`config.mk`:
```
export PLATFORM = sky130hd
export DESIGN_NAME = sm4_key_expand
export DESIGN_NICKNAME = d
export VERILOG_FILES = /design/src/rtl/sm4_key_expand.sv
export SDC_FILE = /design/constraint.sdc
export NUM_CORES = 2
export LEC_CHECK = 0
export CORE_UTILIZATION = 57
export CTS_CLUSTER_DIAMETER = 120
export DETAILED_ROUTE_END_ITERATION = 8
export HOLD_SLACK_MARGIN = 0.15
export PLACE_DENSITY = 0.79
export SLEW_MARGIN = 10
export SYNTH_ARGS = -nofsm -noshare
export SYNTH_HDL_FRONTEND = slang
export SYNTH_HIERARCHICAL = 1
export SYNTH_SLANG_ARGS = --single-unit
```
`constraint.sdc`:
```
create_clock -name clk_sys -period 6.2 [get_ports clk_sys]
set_input_delay 1.24 -clock clk_sys [delete_from_list [all_inputs] [get_ports clk_sys]]
set_output_delay 1.24 -clock clk_sys [all_outputs]
set_load 0.05 [all_outputs]
```
`src/rtl/sm4_key_expand.sv`:
```
// sm4_key_expand: iterative SM4 key schedule, one round key per clock, held in a 32x32 file.
// Ports: clk_sys/rst_sys (sync active-high), key_in/key_start load the master key,
// key_busy/key_ready/key_done report progress, sm4_round_cnt/sm4_key_cki talk to the CK table,
// rk_rd_en/rk_rd_idx/rk_decrypt request a registered read on rk_out/rk_valid.
// Optional: SM4_KEY_ZEROIZE_EN adds key_zeroize, which wipes the file and key state in one cycle.
module sm4_sbox (
  input  logic [7:0] a_i,
  output logic [7:0] s_o
);
  localparam logic [2047:0] SBOX = {
    128'hd690e9fecce13db716b614c228fb2c05, 128'h2b679a762abe04c3aa44132649860699,
    128'h9c4250f491ef987a33540b43edcfac62, 128'he4b31ca9c908e89580df94fa758f3fa6,
    128'h4707a7fcf37317ba83593c19e6854fa8, 128'h686b81b27164da8bf8eb0f4b70569d35,
    128'h1e240e5e6358d1a225227c3b01217887, 128'hd40046579fd327524c3602e7a0c4c89e,
    128'heabf8ad240c738b5a3f7f2cef96115a1, 128'he0ae5da49b341a55ad933230f58cb1e3,
    128'h1df6e22e8266ca60c02923ab0d534e6f, 128'hd5db3745defd8e2f03ff6a726d6c5b51,
    128'h8d1baf92bbddbc7f11d95c411f105ad8, 128'h0ac13188a5cd7bbd2d74d012b8e5b4b0,
    128'h8969974a0c96777e65b9f109c56ec684, 128'h18f07dec3adc4d2079ee5f3ed7cb3948};
  // entry a sits at bits [8*(255-a)+7 -: 8], i.e. index {~a, 3'b111}
  assign s_o = SBOX[{~a_i, 3'b111} -: 8];
endmodule

module sm4_key_expand (
  input  logic         clk_sys,
  input  logic         rst_sys,
`ifdef SM4_KEY_ZEROIZE_EN
  input  logic         key_zeroize,
`endif
  input  logic [127:0] key_in,
  input  logic         key_start,
  output logic         key_busy,
  output logic         key_ready,
  output logic         key_done,
  output logic [4:0]   sm4_round_cnt,
  input  logic [31:0]  sm4_key_cki,
  input  logic         rk_rd_en,
  input  logic [4:0]   rk_rd_idx,
  input  logic         rk_decrypt,
  output logic [31:0]  rk_out,
  output logic         rk_valid
);
  typedef enum logic [1:0] {IDLE, EXPAND, READY} state_t;
  state_t      state_q, state_d;
  logic [4:0]  cnt_q, cnt_d;
  logic        done_q, done_d;
  logic [31:0] k_q [4];
  logic [31:0] file_q [32];
  logic [31:0] x, b, rk, rk_out_q;
  logic        rk_valid_q, ctl_rst, clr, start, last;
`ifdef SM4_KEY_ZEROIZE_EN
  assign ctl_rst = rst_sys | key_zeroize;
  assign clr     = ctl_rst;
`else
  // without zeroize the key material carries no reset; only control state does
  assign ctl_rst = rst_sys;
  assign clr     = 1'b0;
`endif
  assign start = key_start && state_q != EXPAND;
  assign last  = state_q == EXPAND && cnt_q == 5'd31;
  assign x     = k_q[1] ^ k_q[2] ^ k_q[3] ^ sm4_key_cki;
  for (genvar g = 0; g < 4; g++) begin : g_sbox
    sm4_sbox u_sbox (.a_i(x[8*g +: 8]), .s_o(b[8*g +: 8]));
  end
  assign rk = k_q[0] ^ b ^ {b[18:0], b[31:19]} ^ {b[8:0], b[31:9]};
  always_comb begin
    state_d = start ? EXPAND : last ? READY : state_q;
    cnt_d   = state_q == EXPAND ? cnt_q + 5'd1 : 5'd0;
    done_d  = last;
  end
  always_ff @(posedge clk_sys) begin
    if (ctl_rst) begin
      state_q    <= IDLE;
      cnt_q      <= 5'd0;
      done_q     <= 1'b0;
      rk_valid_q <= 1'b0;
      rk_out_q   <= 32'd0;
    end else begin
      state_q    <= state_d;
      cnt_q      <= cnt_d;
      done_q     <= done_d;
      rk_valid_q <= rk_rd_en && state_q == READY;
      // reads see the file as it stands before this edge, so a read beside key_start gets old keys
      if (rk_rd_en && state_q == READY) rk_out_q <= file_q[rk_decrypt ? ~rk_rd_idx : rk_rd_idx];
    end
  end
  always_ff @(posedge clk_sys) begin
    if (clr) begin
      for (int i = 0; i < 32; i++) file_q[i] <= 32'd0;
      k_q <= '{default: 32'd0};
    end else if (start) begin
      k_q <= '{key_in[127:96] ^ 32'hA3B1BAC6, key_in[95:64] ^ 32'h56AA3350,
               key_in[63:32] ^ 32'h677D9197, key_in[31:0] ^ 32'hB27022DC};
    end else if (state_q == EXPAND) begin
      k_q          <= '{k_q[1], k_q[2], k_q[3], rk};
      file_q[cnt_q] <= rk;
    end
  end
  assign key_busy      = state_q == EXPAND;
  assign key_ready     = state_q == READY;
  assign key_done      = done_q;
  assign sm4_round_cnt = cnt_q;
  assign rk_out        = rk_out_q;
  assign rk_valid      = rk_valid_q;
endmodule

```
==> impl_metrics.ini <==
[timing]
setup_viol = 0
fin_skew_ps = 90.81
fin_crit_sh_pct = 93.13
maxSlewHeadroom_pct = 20.39
worstMarginPinSlew_ps = 1194
grt_setup_unrepaired = false
finalCriticalPeriod_ps = 5774
hold_ws_ps = 511.1
slew_viol_final = 0
max_freq_ghz = 0.1732
hold_viol = 0
setup_tns_ps = 0

[floorplanning]
row_count = 127
io_pins = 211
die_w_um = 350.9
initial_core_util_pct = 57.69
core_area_mm2 = 0.1203
die-area_mm2 = 0.1231
die_h_um = 350.9

[yosys]
synth_area_leaders = edfxtp_1 (50%), mux4_2 (9.6%), mux2i_1 (4.4%)
synth_flop_cell = edfxtp_1
synth_cell_types = 83
synth_top_area_share_pct = 49.85
postSynthCellCount = 5758
synth.most_common_cell = edfxtp_1
yosysTopAreaCell = edfxtp_1
ys_ff_latch = 1193
synth-edff-count = 1152
syn-mean-instance-area_um2 = 12.05
syn_nets = 5985
ys_warn_count = 6
ys_top_cells_by_count = edfxtp_1 (1152), nand2_1 (547), nor2_1 (394), mux2i_1 (307), o21ai_0 (303)
netlist_area_mm2 = 0.06939
synth-seq-area-share_pct = 51.04
async_reset_ff_share_pct = 0

[cells_and_area]
nNetsFinal = 6149
drive_gt1_share_pct = 19.04
finish.utilization_pct = 65.33
finalNonFillerCells = 7638
area_growth_syn_to_layout_pct = 13.25

[worst_setup_path]
start_kind = input pin
critPathCaptureType = register
critical_path_peak_fanout = 14
setup.worst_path.class = input pin to register
critPathRequiredTime_ps = 6650
crit_arrival_ps = 6230

[job]
drv_cap = 0

[routing]
wl_per_cell_um = 32.54
num_vias = 56165
drc = 0
drt_first_pass_iters = 7
ant_nets = 0
drt_iter0_markers = 8584
vias_per_cell = 7.353
drt-total-wl_um = 248500

[clock_tree]
clk_pin_slew_ps = 60
cts_num_sinks = 1193
cts_setup_buffers = 0
cts_made_buffers = 118
cts_repair_resize_count = 0
cts_tree = yes
cts_buffer_depth = 3
htree_num_levels = 3
ctsHoldBuffers = 0
root_buffer = clkbuf_16
worst_skew_pair.late_latency_ps = 750

[grt]
gr-usage-all-layers_pct = 39.97
grt_pass1_vias = 54942
antenna_found_initial = 6
grt_pass1_wl_um = 362500
overflow = 0
grt_max_degree = 134

[placement]
portBuffers = 210
place.detailed.hpwl_um = 159200
place.gp.congestion = 1.101
placed_cells = 7414

[outcome]
status = finished clean

[min_path]
min_path_type = register to register
critical path, stage by stage:
cell	delay, ps
clkdlybuf4s50_1	440
xor2_1	180
xnor2_2	420
inv_1	230
ha_1	520
or2_2	460
o21ai_0	350
a211oi_1	130
o31ai_1	80
o311ai_0	170
buf_4	190
a221oi_1	690
buf_4	290
xor2_1	290
xnor2_2	170
nor2_1	310
nor2_1	70
placed cells by master, fill, tap and decap left out, types with 122 or more instances in the layout:
| master | synthesis | layout |
|---|---|---|
| clkdlybuf4s50_1 | 0 | 204 |
| nand2_1 | 547 | 546 |
| o21ai_0 | 303 | 303 |
| mux2i_1 | 307 | 307 |
| a21oi_1 | 250 | 250 |
| nor2_1 | 394 | 360 |
| mux4_2 | 296 | 296 |
| mux2_2 | 132 | 132 |
| a211oi_1 | 122 | 122 |
| edfxtp_1 | 1152 | 1152 |
| buf_4 | 64 | 326 |
area by class of cell:
type | count | area (um^2)
Multi-Input combinational cell | 3989 | 31590
Clock buffer | 156 | 3187
Clock inverter | 66 | 783.3
Inverter | 39 | 146.4
Fill cell | 8594 | 41700
Antenna cell | 2 | 5.005
Timing Repair Buffer | 581 | 5440
Tap cell | 1612 | 2017
Sequential cell | 1193 | 35410
final timing paths:
| kind | start | endpoint | slack [ps] | depth (start not counted) |
|---|---|---|---|---|
| hold reg to reg | rk_out[1] | rk_out[1] | 510 | 2 |
| hold / removal | rk_out[1] | rk_out[1] | 510 | 2 |
| setup reg to reg | k_q[16] | k_q[14] | 920 | 16 |
| setup / recovery | sm4_key_cki[16] | k_q[14] | 430 | 17 |
cells by family (layout without fill, tap and decap cells):
group,count (synthesis),in the layout,synth area share [%]
AO/OA/AOI/OAI,1376,1376,13.49
XOR/XNOR,207,207,2.613
adder cells (fa/ha/maj),61,61,1.085
buffers and inverters,576,842,4.560
flip-flops,1193,1193,51.04
multiplexers,735,735,16.18
other,0,2,0
AND/OR/NAND/NOR,1610,1610,11.04
stage by stage:
step	instance area, um^2	worst slack (ps)
global route	78580	255.9
detailed placement	74610	-222.9
floorplan	69390	302.3
finish	78590	426.2
global placement	74610	-156.9
CTS	78580	491.6
sequential cells by signal, summed over array words and instances, names as in the netlist:
name,flops
file_q,1024
k_q,128
key_done,1
rk_out,32
rk_valid,1
sm4_round_cnt,5
state_q,2
per-layer routing:
| metal | share of wire, % | vias up | global-route usage, % |
|---|---|---|---|
| li1 | - | 22900 | - |
| met5 | 0.053 | - | 0 |
| met1 | 35 | 27375 | 51.50 |
| met2 | 45 | 4724 | 61.92 |
| met4 | 7.0 | 6 | 23.34 |
| met3 | 13 | 1160 | 9.502 |
Power is not shown: default switching activity piles up to over one toggle a cycle in this logic, so the estimate is an artifact.
